==> config.mk <==
export PLATFORM = sky130hd
export DESIGN_NAME = stopwatch_ctrl
export DESIGN_NICKNAME = d
export VERILOG_FILES = /design/src/rtl/stopwatch_ctrl.sv
export SDC_FILE = /design/constraint.sdc
export NUM_CORES = 1
export LEC_CHECK = 0
export CAP_MARGIN = 25
export CORE_ASPECT_RATIO = 0.8
export CORE_MARGIN = 10
export CORE_UTILIZATION = 35
export DETAILED_ROUTE_END_ITERATION = 8
export SKIP_CTS_REPAIR_TIMING = 1
export SYNTH_ARGS = -nofsm -noshare
export SYNTH_HDL_FRONTEND = slang
export SYNTH_SLANG_ARGS = --single-unit
==> constraint.sdc <==
create_clock -name clk -period 2.85 [get_ports clk]
set_input_delay 0.285 -clock clk [delete_from_list [all_inputs] [get_ports clk]]
set_output_delay 0.285 -clock clk [all_outputs]
set_load 0.01 [all_outputs]
==> src/rtl/stopwatch_ctrl.sv <==
// Stopwatch controller: IDLE/RUN/PAUSE/LAP sequencing, tick prescaler and a
// BCD mm:ss.cc count with a lap-hold display register.

module sw_bcd_digit #(
  parameter logic [3:0] MAX = 4'd9
) (
  input  logic [3:0] q,
  input  logic       inc,
  output logic       at_max,
  output logic [3:0] nxt
);
  // ">=" rather than "==" so a corrupted digit still snaps back into range.
  always_comb begin
    at_max = (q >= MAX);
    nxt    = q;
    if (inc) nxt = at_max ? 4'd0 : q + 4'd1;
  end
endmodule

module stopwatch_ctrl #(
  parameter int CLK_HZ  = 100_000_000,
  parameter int TICK_HZ = 100
) (
  input  logic       clk,
  input  logic       rst_n,
  input  logic       ss_p,
  input  logic       lap_p,
  input  logic       clr_p,
  output logic       running,
  output logic       frozen,
  output logic [3:0] d_min_t,
  output logic [3:0] d_min_u,
  output logic [3:0] d_sec_t,
  output logic [3:0] d_sec_u,
  output logic [3:0] d_cs_t,
  output logic [3:0] d_cs_u,
  output logic       wrap_p
);
  localparam int DIV    = CLK_HZ / TICK_HZ;
  localparam int PW     = $clog2(DIV);
  localparam int NDIG   = 6;
  localparam logic [PW-1:0] PRE_LAST = PW'(DIV - 1);

  // bit 0 of the encoding doubles as "running" (RUN and LAP both odd)
  localparam logic [1:0] S_IDLE  = 2'd0;
  localparam logic [1:0] S_RUN   = 2'd1;
  localparam logic [1:0] S_PAUSE = 2'd2;
  localparam logic [1:0] S_LAP   = 2'd3;

  // digit order: [0]=cs_u [1]=cs_t [2]=sec_u [3]=sec_t [4]=min_u [5]=min_t
  localparam logic [NDIG-1:0][3:0] DMAX = {4'd5, 4'd9, 4'd5, 4'd9, 4'd9, 4'd9};

  logic [1:0]            state, state_nxt;
  logic [PW-1:0]         pre;
  logic [NDIG-1:0][3:0]  cnt, cnt_nxt, lap_q, disp;
  logic [NDIG-1:0]       inc, at_max;
  logic                  active, tick, lap_cap, clr_all, wrap;

  assign active = state[0];
  assign tick   = active && (pre == PRE_LAST);

  always_comb begin
    inc[0] = tick;
    for (int i = 1; i < NDIG; i++) inc[i] = inc[i-1] && at_max[i-1];
  end

  assign wrap = inc[NDIG-1] && at_max[NDIG-1];

  for (genvar i = 0; i < NDIG; i++) begin : g_dig
    sw_bcd_digit #(.MAX(DMAX[i])) u_dig (
      .q      (cnt[i]),
      .inc    (inc[i]),
      .at_max (at_max[i]),
      .nxt    (cnt_nxt[i])
    );
  end

  // Only the highest-priority request that is meaningful in the current
  // state acts; clear is only honoured from PAUSE.
  always_comb begin
    state_nxt = state;
    lap_cap   = 1'b0;
    clr_all   = 1'b0;
    case (state)
      S_IDLE:  if (ss_p) state_nxt = S_RUN;
      S_RUN: begin
        if (ss_p) state_nxt = S_PAUSE;
        else if (lap_p) begin
          state_nxt = S_LAP;
          lap_cap   = 1'b1;
        end
      end
      S_LAP: begin
        if (ss_p)       state_nxt = S_PAUSE;
        else if (lap_p) state_nxt = S_RUN;
      end
      S_PAUSE: begin
        if (clr_p) begin
          state_nxt = S_IDLE;
          clr_all   = 1'b1;
        end else if (ss_p) state_nxt = S_RUN;
      end
      default: state_nxt = S_IDLE;
    endcase
  end

  always_ff @(posedge clk or negedge rst_n) begin
    if (!rst_n) begin
      state  <= S_IDLE;
      pre    <= '0;
      cnt    <= '0;
      lap_q  <= '0;
      wrap_p <= 1'b0;
    end else begin
      state  <= state_nxt;
      wrap_p <= wrap;
      if (clr_all)     pre <= '0;
      else if (tick)   pre <= '0;
      else if (active) pre <= pre + PW'(1);
      cnt <= clr_all ? '0 : cnt_nxt;
      // capture the pre-increment count, even on a tick edge
      if (clr_all)      lap_q <= '0;
      else if (lap_cap) lap_q <= cnt;
    end
  end

  assign running = state[0];
  assign frozen  = (state == S_LAP);
  assign disp    = frozen ? lap_q : cnt;

  assign d_min_t = disp[5];
  assign d_min_u = disp[4];
  assign d_sec_t = disp[3];
  assign d_sec_u = disp[2];
  assign d_cs_t  = disp[1];
  assign d_cs_u  = disp[0];
endmodule

# ---- Word-level counts from Yosys, hierarchy flattened
# Cells that the tools add are included.
dict set report totals {
  regBits 71
  in_bits 5
  out_inout_bits 27
  wordCells 82
}
dict set report classes {
  add_sub_neg 7
  magnitude_cmp 6
  n_eq_ne 6
  n_mux 31
  reduce_logical 17
}
# operator count
set op_table {}
lappend op_table {{$mux 24} 4}
lappend op_table {{$mux 20} 3}
lappend op_table {{$mux 4} 12}
lappend op_table {{$add 4x1->4 const B} 6}
lappend op_table {{$add 20x1->20 const B} 1}
lappend op_table {{$eq 20x20->1 const B} 1}
lappend op_table {{$ge 4x4->1 const B} 4}
lappend op_table {{$reduce_bool 2->1} 7}
lappend op_table {{$mux 2} 6}
lappend op_table {{$ge 4x3->1 const B} 2}
lappend op_table {{$pmux 2 s4} 1}
lappend op_table {{$logic_and 1x1->1} 7}
lappend op_table {{$ne 3x3->1 const B} 2}
lappend op_table {{$mux 1} 5}
lappend op_table {{$eq 2x2->1 const B} 2}
lappend op_table {{$reduce_bool 3->1} 1}
lappend op_table {{$eq 2x1->1 const B} 1}
lappend op_table {{$logic_not 2->1} 1}
lappend op_table {{$reduce_and 2->1} 1}

# ---- Depth between registers and ports, before layout
# Gate-level depths: netlist (run 1).
dict set report logic_depth {
  ltp_word 9
  depth_mapped 9
  mapped_depth_nobuf 7
}

# ---- Cells and area by module
# Synthesis (run 1) repeated with hierarchy kept, for this count alone.
dict set report hier_totals {
  cells_unflattened 419
  hier_area_um2 4126.5
}
# mod instances cells_each area_each_um2 seq_area_each_um2
set modules_own_cells {}
lappend modules_own_cells {stopwatch_ctrl 1 293 3298.2 1776.7}
lappend modules_own_cells {{sw_bcd_digit at g_dig[0].u_dig ...} 4 22 140.1 0.0}
lappend modules_own_cells {{sw_bcd_digit at g_dig[3].u_dig ...} 2 19 133.9 0.0}

# ---- Worst setup path after synthesis (run 1)
# Ideal clock, no wire load.
dict set report synth_path {
  kind {flip-flop to flip-flop}
  from {register cnt[0] in the netlist's numbering}
  to {register cnt[15] in the netlist's numbering}
  setup_time_ns 0.122
  t_arrival_ns 2.042
  required_ns 2.728
  slack_ns 0.686
  path_stages_with_launch 10
  n_path_buf 2
  period_less_slack_ns 2.164
  path_cell_list {dfrtp_1 > inv_1 > ha_1 > or3b_2 > nand4_1 > or2_1 > buf_2 > or3_1 > buf_2 > a32o_1}
}
dict set report synth_via {
  elab_chain_cells 5
}
# element line
set synth_rtl {}
lappend synth_rtl {{start, declared} 55} ;# logic [NDIG-1:0][3:0] cnt, cnt_nxt, lap_q, disp;
lappend synth_rtl {{start signal, assigned} 120} ;# cnt <= clr_all ? '0 : cnt_nxt;
lappend synth_rtl {{$ge 4x4->1} 14} ;# at_max = (q >= MAX);
lappend synth_rtl {{$logic_and 1x1->1 (3 in a row)} 64} ;# for (int i = 1; i < NDIG; i++) inc[i] = inc[i-1] && at_max[i-1];
lappend synth_rtl {{$reduce_bool 2->1 (no line)} -}
# Every way passes these cells.
# A chain may end at the register's enable or synchronous reset.

# ---- Worst setup path after layout (run 1)
dict set report layout_path {
  from {register state[1]}
  to {output d_cs_u[0]}
}
dict set report layout_via {
  elab_chain_cells 2
}
# element line
set layout_rtl {}
lappend layout_rtl {{start, declared} 53} ;# logic [1:0] state, state_nxt;
lappend layout_rtl {{start signal, assigned} 115} ;# state <= state_nxt;
lappend layout_rtl {{$eq 2x2->1} 128} ;# assign frozen = (state == S_LAP);
lappend layout_rtl {{$mux 24} 129} ;# assign disp = frozen ? lap_q : cnt;
lappend layout_rtl {{end, declared} 36} ;# output logic [3:0] d_cs_u,
# Every way passes these cells.

==> results of run 1 <==
## cells by family (layout without fill, tap and decap cells)
family	Yosys count	in the layout	share of synthesized area
simple gates	194	194	0.249
buf+inv	35	73	0.0345
compound gates	80	80	0.120
mux	16	16	0.0450
xor+xnor	17	17	0.0380
flops	71	71	0.453
fa+ha+maj	19	19	0.0606
## state kept, by name (all words and copies together), names as in the netlist
register and cells:
cnt 24, lap_q 24, pre 20, state 2, wrap_p 1
## cells in the final DEF, fill, tap and decap left out, drive strengths merged, types with 4 or more instances in the layout
cell type,instances
nor3b,4
buf,11
o21ai,28
clkbuf,13
nor2,33
a21oi,32
dfrtp,71
or3,5
clkdlybuf4s50,30
xor2,7
nand3,17
mux2,13
nand2b,4
nor4,7
nor3,10
inv,16
nand4,11
a22o,5
or2,4
xnor2,10
ha,19
nand2,75
## layer usage
metal,global-route usage,up-vias,part of all wire
li1,-,1580,-
met1,0.171,1524,0.48
met2,0.197,73,0.44
met3,0.0319,12,0.059
met4,0.0421,0,0.014
met5,0,-,0
## per-stage QoR
| step | setup slack [ns] | cells |
|---|---|---|
| after floorplan | 0.686 | 432 |
| after global placement | 0.596 | 598 |
| after detailed placement | 0.493 | 598 |
| after CTS | 0.376 | 614 |
| after global routing | 0.178 | 614 |
| final | 0.388 | 614 |
## power groups by stage
stage | clock (uW) | sequential (uW) | combinational, uW
finish | 1160 | 1250 | 688
global route | 1230 | 1270 | 770
CTS | 1190 | 1250 | 698
detailed placement | 0 | 1270 | 695
global placement | 0 | 1260 | 686
floorplan | 0 | 1240 | 426
## how the worst max path moves through the flow
stage,endpoint,depth (start not counted),startpoint
global route,d_cs_u[0],5,state[1]
CTS,d_min_u[1],5,state[1]
finish,d_cs_u[0],5,state[1]
detailed placement,cnt[15],7,cnt[0]
global placement,cnt[15],7,cnt[0]
floorplan,cnt[15],9,cnt[0]
## area by class of cell
class                   count  area (um^2)  area share
clock inverters             3         40.0     0.00849
repair buffers             41          380      0.0806
well taps                 144          180      0.0382
multi-input cells         326         2010       0.426
inverters                  16         60.1      0.0127
clock buffers              13          270      0.0573
flip-flops and latches     71         1780       0.377
==> results by group, run 1 <==
Worst hold path
  – Worst Hold Class: input pin to asynchronous set/reset pin

Finish
  – Design area: 4720 um^2
  – Inserted Diodes: 0
  – Number of fill cells in the layout: 1100
  – Final core area utilization: 0.433
  – Number of nets in the layout: 489
  – Fraction of layout cells with a size suffix above 1: 0.111
  – Synthesis-to-finish area growth: 20.4%

Clock network
  – Largest buffer count on any clock path: 2
  – CTS root buf: clkbuf_16
  – Max H-tree Level: 3
  – CTS buffer count: 9
  – Number of clock sinks: 71
  – CTS tree: yes
  – Insertion delay to the later sink of the worst-skew pair: 0.34 ns
  – Clk pin slew, worst setup/hold paths: 0.06 ns

Synth
  – Number of nets produced by synthesis: 456
  – Number of enable-type register cells in the synthesized netlist: 0
  – Top-area cell type share of the netlist area: 0.453
  – Synth Flop Type: dfrtp_1
  – Post-Synthesis Mean Instance Area: 9.07 um^2
  – Area of the mapped netlist: 3920 um^2
  – Cell with the most instances after synthesis: nand2_1
  – Commonest cells post-synth: nand2_1 (75), dfrtp_1 (71), nor2_1 (33)
  – Proportion of synthesized chip area in sequential cells: 0.453
  – Netlist cell types: 51
  – Synthesized instance count: 432
  – Largest area contributor in the netlist: dfrtp_1
  – Share of synthesized registers carrying an async set or reset: 1.00
  – Number of register bits inferred by synthesis: 71
  – Synth top area cells: dfrtp_1 (45%), nand2_1 (7.2%), ha_1 (6.1%), a21oi_1 (4.1%), mux2_2 (3.7%)
  – Yosys warns: 0

Floorplanning
  – Floorplan Core Area: 10900 um^2
  – Effective utilization at floorplan: 0.360
  – Die area: 15900 um^2
  – Die X: 138 um
  – Die H: 115 um
  – Count of pins on the block boundary: 32
  – # rows: 34

Global routing
  – Via count of the first global-routing pass: 3218
  – Leftover overflow at the end of global routing: 0
  – Largest net degree at the start of global routing: 72
  – Global-route wire length before repair: 16800 um
  – Initial antenna violation count: 0
  – Global Route Usage Sum: 0.128

STA
  – Max-slew violation count: 0
  – Worst slew margin relative to its limit: 0.383
  – Top achievable clock speed: 406 MHz
  – Total of endpoints with negative setup slack in the final report: 0
  – Post-route clock period utilization: 0.864
  – Final min period: 2.46 ns
  – Hold Vio Cnt, Final: 0
  – Setup repair after global routing missed its margin: no
  – Final hold slack: 0.159 ns
  – Final total negative setup slack: 0 ns
  – Transition at the pin with the smallest max-transition slack: 0.925 ns
  – Worst clock skew on the final layout: 0.00763 ns

Critical path
  – CP most frequent cell: nand2_1
  – Arr. time, crit path: 2.18 ns
  – Cell-by-cell listing of the critical path: nand2_1 > inv_2 > nand2_1 > o21ai_0 > clkdlybuf4s50_1
  – CP startpoint kind: flop
  – Highest cell delay on the worst timing path: 0.59 ns
  – Worst path top cell family by delay: buffers and inverters
  – Register-to-register setup slack: 0.49 ns
  – Logic depth of the worst register-to-register path: 7
  – Capture instance of the worst register-to-register path: cnt[15]
  – Count of buffer and inverter cells on the critical path: 2
  – Crit path kind: flop to output pin
  – Launching point of the worst reg2reg path: cnt[1]
  – Critical path required time: 2.57 ns
  – Critical path peak fanout: 25
  – Slowest cell on crit path: clkdlybuf4s50_1
  – CP Capture Type: output pin

Detailed routing
  – First-pass detailed-route iteration total: 4
  – First-iteration detailed-routing DRC count: 252
  – Via/cell ratio: 5.19
  – Residual DRC count: 0
  – WL per Instance: 16.1 um
  – Post-route antenna net violation count: 0
  – Total Routed Length: 9910 um
  – Via Count: 3189

Power and ir drop
  – Power per cell area: 658 nW/um^2
  – Int Power: 2150 uW
  – Total power: 3110 uW
  – Sw frac: 0.307
  – Worst supply voltage drop on vdd: 0.289 mV
  – Switching power: 952 uW
  – Combinational share of power: 0.222
  – Clock share of power: 0.374
  – Static leakage: 0.00204 uW
  – Sequential share of power: 0.404

Placed design
  – IO buf count: 31
  – DPL Wire Length: 6750 um
  – Final estimated routing congestion in global placement: 0.808
  – Cell area after placement: 4410 um^2

Run status
  – Status: finished, final reports clean

Job
  – Max_cap viols: 0
No activity file was read; power rests on OpenSTA's default activity.
==> inputs of run 2 (changes only) <==
CORE_MARGIN = default   (was 10)
==> run 2 against run 1 <==
The run now ends with DRC left. Die area fell by 27%. Clock skew fell by 0.0027 ns. Routed wire length fell by 5.3%. Setup slack got worse by 0.13 ns. Sequential cell count did not move. First-iteration DRC count fell by 6.0%. Combinational power fell by 2%. Count of clock-buffer cells in the layout fell by 2. Via count rose by 0.38%. Critical path type unchanged.
==> results by group, run 2 (synthesized netlist as in run 1, its figures left out) <==
Run status
  – Status: complete, but fails checks
  – Violations in the final reports: DRC

Power and ir drop
  – Sequential share of power: 0.412 (+0.008)
  – Static leakage: 0.00202 uW (-0.68%)
  – Sw frac: 0.314 (+0.00791)
  – Power per cell area: 652 nW/um^2 (-0.95%)
  – Switching power: 968 uW (+1.7%)
  – Int Power: 2110 uW (-2.0%)
  – Combinational share of power: 0.219 (-0.003)
  – Clock share of power: 0.368 (-0.006)
  – Worst supply voltage drop on vdd: 0.282 mV (-2.5%)

Global routing
  – Via count of the first global-routing pass: 3094 (-3.9%)
  – Global-route wire length before repair: 16200 um (-3.4%)
  – Leftover overflow at the end of global routing: 0 (unchanged)
  – Global Route Usage Sum: 0.177 (+0.0490)
  – Initial antenna violation count: 0 (unchanged)
  – Largest net degree at the start of global routing: 39 (-46%)

Clock network
  – Max H-tree Level: 3 (unchanged)
  – CTS buffer count: 9 (unchanged)
  – Insertion delay to the later sink of the worst-skew pair: 0.33 ns (about the same)
  – CTS tree: yes
  – Number of clock sinks: 71 (unchanged)
  – Clk pin slew, worst setup/hold paths: 0.06 ns (about the same)
  – Largest buffer count on any clock path: 2 (unchanged)
  – CTS root buf: clkbuf_16

Job
  – Max_cap viols: 0 (unchanged)

Floorplanning
  – Effective utilization at floorplan: 0.360 (unchanged)
  – # rows: 34 (unchanged)
  – Die H: 96.7 um (-16%)
  – Die X: 120 um (-13%)
  – Die area: 11600 um^2 (-27%)
  – Floorplan Core Area: 10900 um^2 (unchanged)
  – Count of pins on the block boundary: 32 (unchanged)

Finish
  – Most frequent standard cell in the layout excluding fill and tap cells: nand2_1
  – Synthesis-to-finish area growth: 20.4% (about the same)
  – Registers with the most flip-flops: cnt x24, lap_q x24, pre x20
  – Fraction of layout cells with a size suffix above 1: 0.111 (unchanged)
  – Number of nets in the layout: 489 (unchanged)
  – Inserted Diodes: 0 (unchanged)
  – Most used cells in the layout excluding fill and tap cells: nand2_1 (75), dfrtp_1 (71), a21oi_1 (32), nor2_1 (32), clkdlybuf4s50_1 (30)

Detailed routing
  – Post-route antenna net violation count: 0 (unchanged)
  – Residual DRC count: 2 (+2)
  – Total Routed Length: 9390 um (-5.3%)
  – Via/cell ratio: 5.21 (+0.38%)
  – Via Count: 3201 (+0.38%)
  – First-pass detailed-route iteration total: 6 (+2)
  – First-iteration detailed-routing DRC count: 237 (-6.0%)
  – WL per Instance: 15.3 um (-5.3%)

Critical path
  – CP Capture Type: output pin
  – Slowest cell on crit path: dfrtp_1
  – Arr. time, crit path: 2.31 ns (+0.13 ns)
  – Critical path peak fanout: 25 (unchanged)
  – Critical path required time: 2.57 ns (about the same)
  – Highest cell delay on the worst timing path: 0.63 ns (+0.04 ns)
  – CP most frequent cell: nand2_1
  – Register-to-register setup slack: 0.51 ns (+0.02 ns)
  – CP startpoint kind: flop
  – Crit path kind: flop to output pin
  – Cell-by-cell listing of the critical path: nand2_1 > inv_2 > nand2_1 > o21ai_0 > clkdlybuf4s50_1

Placed design
  – Dpl ws: 0.533 ns (+0.0399 ns)
  – Final estimated routing congestion in global placement: 0.843 (+4.3%)
  – DPL Wire Length: 6320 um (-6.4%)
  – IO buf count: 31 (unchanged)

STA
  – Final min period: 2.59 ns (+0.132 ns)
  – Transition at the pin with the smallest max-transition slack: 0.811 ns (-0.114 ns)
  – Hold Vio Cnt, Final: 0 (unchanged)
  – Setup repair after global routing missed its margin: no
  – Total of endpoints with negative setup slack in the final report: 0 (unchanged)
  – Final Worst Setup Slack: 0.256 ns (-0.132 ns)
  – Top achievable clock speed: 385 MHz (-5.1%)
  – Final total negative setup slack: 0 ns (unchanged)
  – Worst clock skew on the final layout: 0.00489 ns (-0.00274 ns)
  – Worst slew margin relative to its limit: 0.457 (+0.0743)
  – Max-slew violation count: 0 (unchanged)
  – Post-route clock period utilization: 0.910 (+0.0463)

Worst hold path
  – Worst Hold Class: input pin to asynchronous set/reset pin
run 2: cell types whose count changed in the layout (fill, tap and decap cells not counted), sizes merged:
cell / delta
clkinv: -1
clkbuf: -2
clkinvlp: +3
run 2: power groups by stage:
| stage | combinational [uW] | clock [uW] | sequential, uW |
|---|---|---|---|
| floorplan | 426 | 0 | 1240 |
| global placement | 675 | 0 | 1280 |
| detailed placement | 679 | 0 | 1290 |
| CTS | 683 | 1160 | 1270 |
| global route | 753 | 1200 | 1300 |
| finish | 675 | 1130 | 1270 |
run 2: path summary, 6_finish.rpt:
check / endpoint / from / cells past startpoint
min in group clk: lap_q[4] / lap_q[4] / 2
max in group asynchronous: pre[1] / rst_n / 2
max: d_cs_t[0] / state[0] / 5
min reg2reg: lap_q[4] / lap_q[4] / 2
min: lap_q[14] / rst_n / 1
max reg2reg: cnt[15] / cnt[0] / 7
run 2: critical path: cells and delay by family (launching register included):
kind,cells,cell delay (ns)
simple gates,2,0.25
buf+inv,2,0.96
compound gates,1,0.13
flops,1,0.63
run 2: area by class of cell:
class	count	area (um^2)
fillers	1086	6170
well taps	144	180
flip-flops and latches	71	1780
repair buffers	41	393
clock inverters	5	57.6
multi-input cells	326	2010
inverters	16	60.1
clock buffers	11	243
run 2: through the flow:
stage	hold slack [ns]	area, um^2	cells	util	total power (uW)
finish	0.0353	4720	614	0.433	3080
global route	0.115	4720	614	0.433	3250
CTS	0.0750	4720	614	0.433	3110
detailed placement	0.430	4420	598	0.406	1970
global placement	0.421	4420	598	0.406	1950
floorplan	-0.0106	3920	432	-	1670
run 2: routing by layer:
layer | share of wire | global-route usage | vias to the layer above
li1 | - | - | 1575
met1 | 0.52 | 0.264 | 1552
met2 | 0.42 | 0.252 | 60
met3 | 0.043 | 0.0360 | 14
met4 | 0.017 | 0.0598 | 0
met5 | 0 | 0 | -
==> inputs of run 3 (changes only) <==
CORE_UTILIZATION = 45   (was 35)
==> run 3 against run 2 <==
The run ends with hold timing left. Utilization increased by 10 points. Total power fell by 12%. First-iteration DRC count shrank 27%. Register-to-register slack got worse by 0.04 ns. Count of clock-buffer cells in the layout stayed put. Setup slack better by 0.17 ns. Sequential power about the same. Highest routed layer unchanged.
==> results by group, run 3 (synthesized netlist as in run 1, its figures left out) <==
Run status
  – Status: complete, but fails checks
  – Violations in the final reports: hold timing

Placed design
  – Cell area after placement: 4380 um^2 (-0.91%)
  – IO buf count: 31 (unchanged)
  – DPL Wire Length: 6300 um (-0.29%)
  – Dpl ws: 0.497 ns (-0.0363 ns)
  – Final estimated routing congestion in global placement: 0.794 (-5.9%)
  – Instance count after placement with tap cells included: 566 (-5.4%)

Finish
  – Design area: 4560 um^2 (-3.5%)
  – Number of nets in the layout: 489 (unchanged)
  – Non-filler instance count after layout: 582 (-5.2%)
  – Most used cells in the layout excluding fill and tap cells: nand2_1 (75), dfrtp_1 (71), a21oi_1 (32), nor2_1 (32), clkdlybuf4s50_1 (30)
  – Number of fill cells in the layout: 827 (-24%)
  – Inserted Diodes: 0 (unchanged)
  – Fraction of layout cells with a size suffix above 1: 0.111 (unchanged)
  – Synthesis-to-finish area growth: 16.2%
  – Registers with the most flip-flops: cnt x24, lap_q x24, pre x20
  – Register area: 1780 um^2 (unchanged)
  – Footprint of the multi-input gates: 2010 um^2 (unchanged)
  – Most frequent standard cell in the layout excluding fill and tap cells: nand2_1

STA
  – Worst slew margin relative to its limit: 0.500 (+0.0425)
  – Final hold slack: -0.0319 ns (-0.0672 ns)
  – Setup repair after global routing missed its margin: no
  – Hold Vio Cnt, Final: 28 (+28)
  – Worst clock skew on the final layout: 0.00944 ns (+0.00455 ns)
  – Max-slew violation count: 0 (unchanged)
  – Post-route clock period utilization: 0.850 (-0.0603)
  – Final Worst Setup Slack: 0.427 ns (+0.172 ns)
  – Top achievable clock speed: 413 MHz (+7.1%)
  – Final total negative setup slack: 0 ns (unchanged)
  – Transition at the pin with the smallest max-transition slack: 0.747 ns (-0.0635 ns)
  – Total of endpoints with negative setup slack in the final report: 0 (unchanged)
  – Final min period: 2.42 ns (-0.172 ns)

Detailed routing
  – Residual DRC count: 0 (-2)
  – First-pass detailed-route iteration total: 6 (unchanged)
  – WL per Instance: 15.9 um (+4.3%)
  – First-iteration detailed-routing DRC count: 174 (-27%)
  – Post-route antenna net violation count: 0 (unchanged)
  – Total Routed Length: 9280 um (-1.2%)
  – Via/cell ratio: 5.40 (+3.6%)
  – Via Count: 3143 (-1.8%)

Power and ir drop
  – Static leakage: 0.00197 uW (-2.6%)
  – Switching power: 941 uW (-2.7%)
  – Combinational share of power: 0.266 (+0.047)
  – Sw frac: 0.349 (+0.0349)
  – Clock share of power: 0.273 (-0.095)
  – Sequential share of power: 0.461 (+0.049)
  – Worst supply voltage drop on vdd: 0.274 mV (-3.0%)
  – Int Power: 1750 uW (-17%)
  – Total power: 2690 uW (-12%)
  – Power per cell area: 591 nW/um^2 (-9.3%)

Worst hold path
  – Worst Hold Class: input pin to asynchronous set/reset pin

Floorplanning
  – Count of pins on the block boundary: 32 (unchanged)
  – Die area: 9090 um^2 (-22%)
  – Floorplan Core Area: 8480 um^2 (-22%)
  – Die X: 106 um (-12%)
  – Die H: 85.5 um (-12%)
  – # rows: 30 (-12%)
  – Effective utilization at floorplan: 0.462 (+0.102)

Clock network
  – Max H-tree Level: 3 (unchanged)
  – CTS buffer count: 9 (unchanged)
  – Insertion delay to the later sink of the worst-skew pair: 0.35 ns (+0.02 ns)
  – Clk pin slew, worst setup/hold paths: 0.08 ns (+0.02 ns)
  – CTS root buf: clkbuf_8
  – CTS tree: yes
  – Number of clock sinks: 71 (unchanged)
  – Largest buffer count on any clock path: 2 (unchanged)

Global routing
  – Largest net degree at the start of global routing: 44 (+13%)
  – Via count of the first global-routing pass: 3012 (-2.7%)
  – Global-route wire length before repair: 15800 um (-2.4%)
  – Leftover overflow at the end of global routing: 0 (unchanged)
  – Initial antenna violation count: 0 (unchanged)
  – Global Route Usage Sum: 0.226 (+0.0492)

Critical path
  – Crit path kind: flop to output pin
  – Arr. time, crit path: 2.14 ns (-0.17 ns)
  – Critical path peak fanout: 25 (unchanged)
  – CP startpoint kind: flop
  – Critical path required time: 2.57 ns (about the same)
  – CP Capture Type: output pin

Job
  – Max_cap viols: 0 (unchanged)
## run 3: cell count changes in the layout (fill, tap and decap cells not counted), sizes merged
cell	change
bufinv	-1
clkinvlp	-1
clkinv	+2
## run 3: routing by layer
layer / up-vias / share of wire / track usage / wire length, um
li1: 1571 / - / - / -
met1: 1499 / 0.52 / 0.346 / 4800
met2: 67 / 0.42 / 0.322 / 3930
met3: 6 / 0.051 / 0.0476 / 477
met4: 0 / 0.0068 / 0.0556 / 63
met5: - / 0 / 0 / 0
## run 3: worst paths after layout
kind	slack (ns)	startpoint	to	cells after the start
max	0.43	state[0]	d_min_u[0]	6
min	-0.03	rst_n	pre[14]	1
max reg2reg	0.47	cnt[0]	cnt[15]	7
min reg2reg	0.50	lap_q[8]	lap_q[8]	2
max in group asynchronous	2.21	rst_n	state[0]	2
min in group clk	0.50	lap_q[8]	lap_q[8]	2
## run 3: power by group through the flow
stage	clock network [uW]	logic [uW]	registers [uW]
floorplan	0	426	1240
global placement	0	711	1250
detailed placement	0	717	1260
CTS	755	722	1240
global route	800	797	1260
finish	735	718	1240
## run 3: final cells by class
type                            count  area share
Clock buffer                       11      0.0310
Clock inverter                      5     0.00742
Inverter                           16      0.0132
Multi-Input combinational cell    326       0.441
Sequential cell                    71       0.390
Tap cell                          112      0.0308
Timing Repair Buffer               41      0.0862
## run 3: critical path, stage by stage, from the launching register on
cell and delay (ns):
dfrtp_1 0.32, buf_4 0.19, nand2_1 0.11, inv_2 0.35
nand2_1 0.09, o21ai_0 0.12, clkdlybuf4s50_1 0.61
## run 3: stage by stage
step | hold WS [ns] | util
floorplan | -0.0106 | -
global placement | 0.373 | 0.516
detailed placement | 0.364 | 0.516
CTS | -0.00898 | 0.537
global route | 0.0203 | 0.537
finish | -0.0319 | 0.537
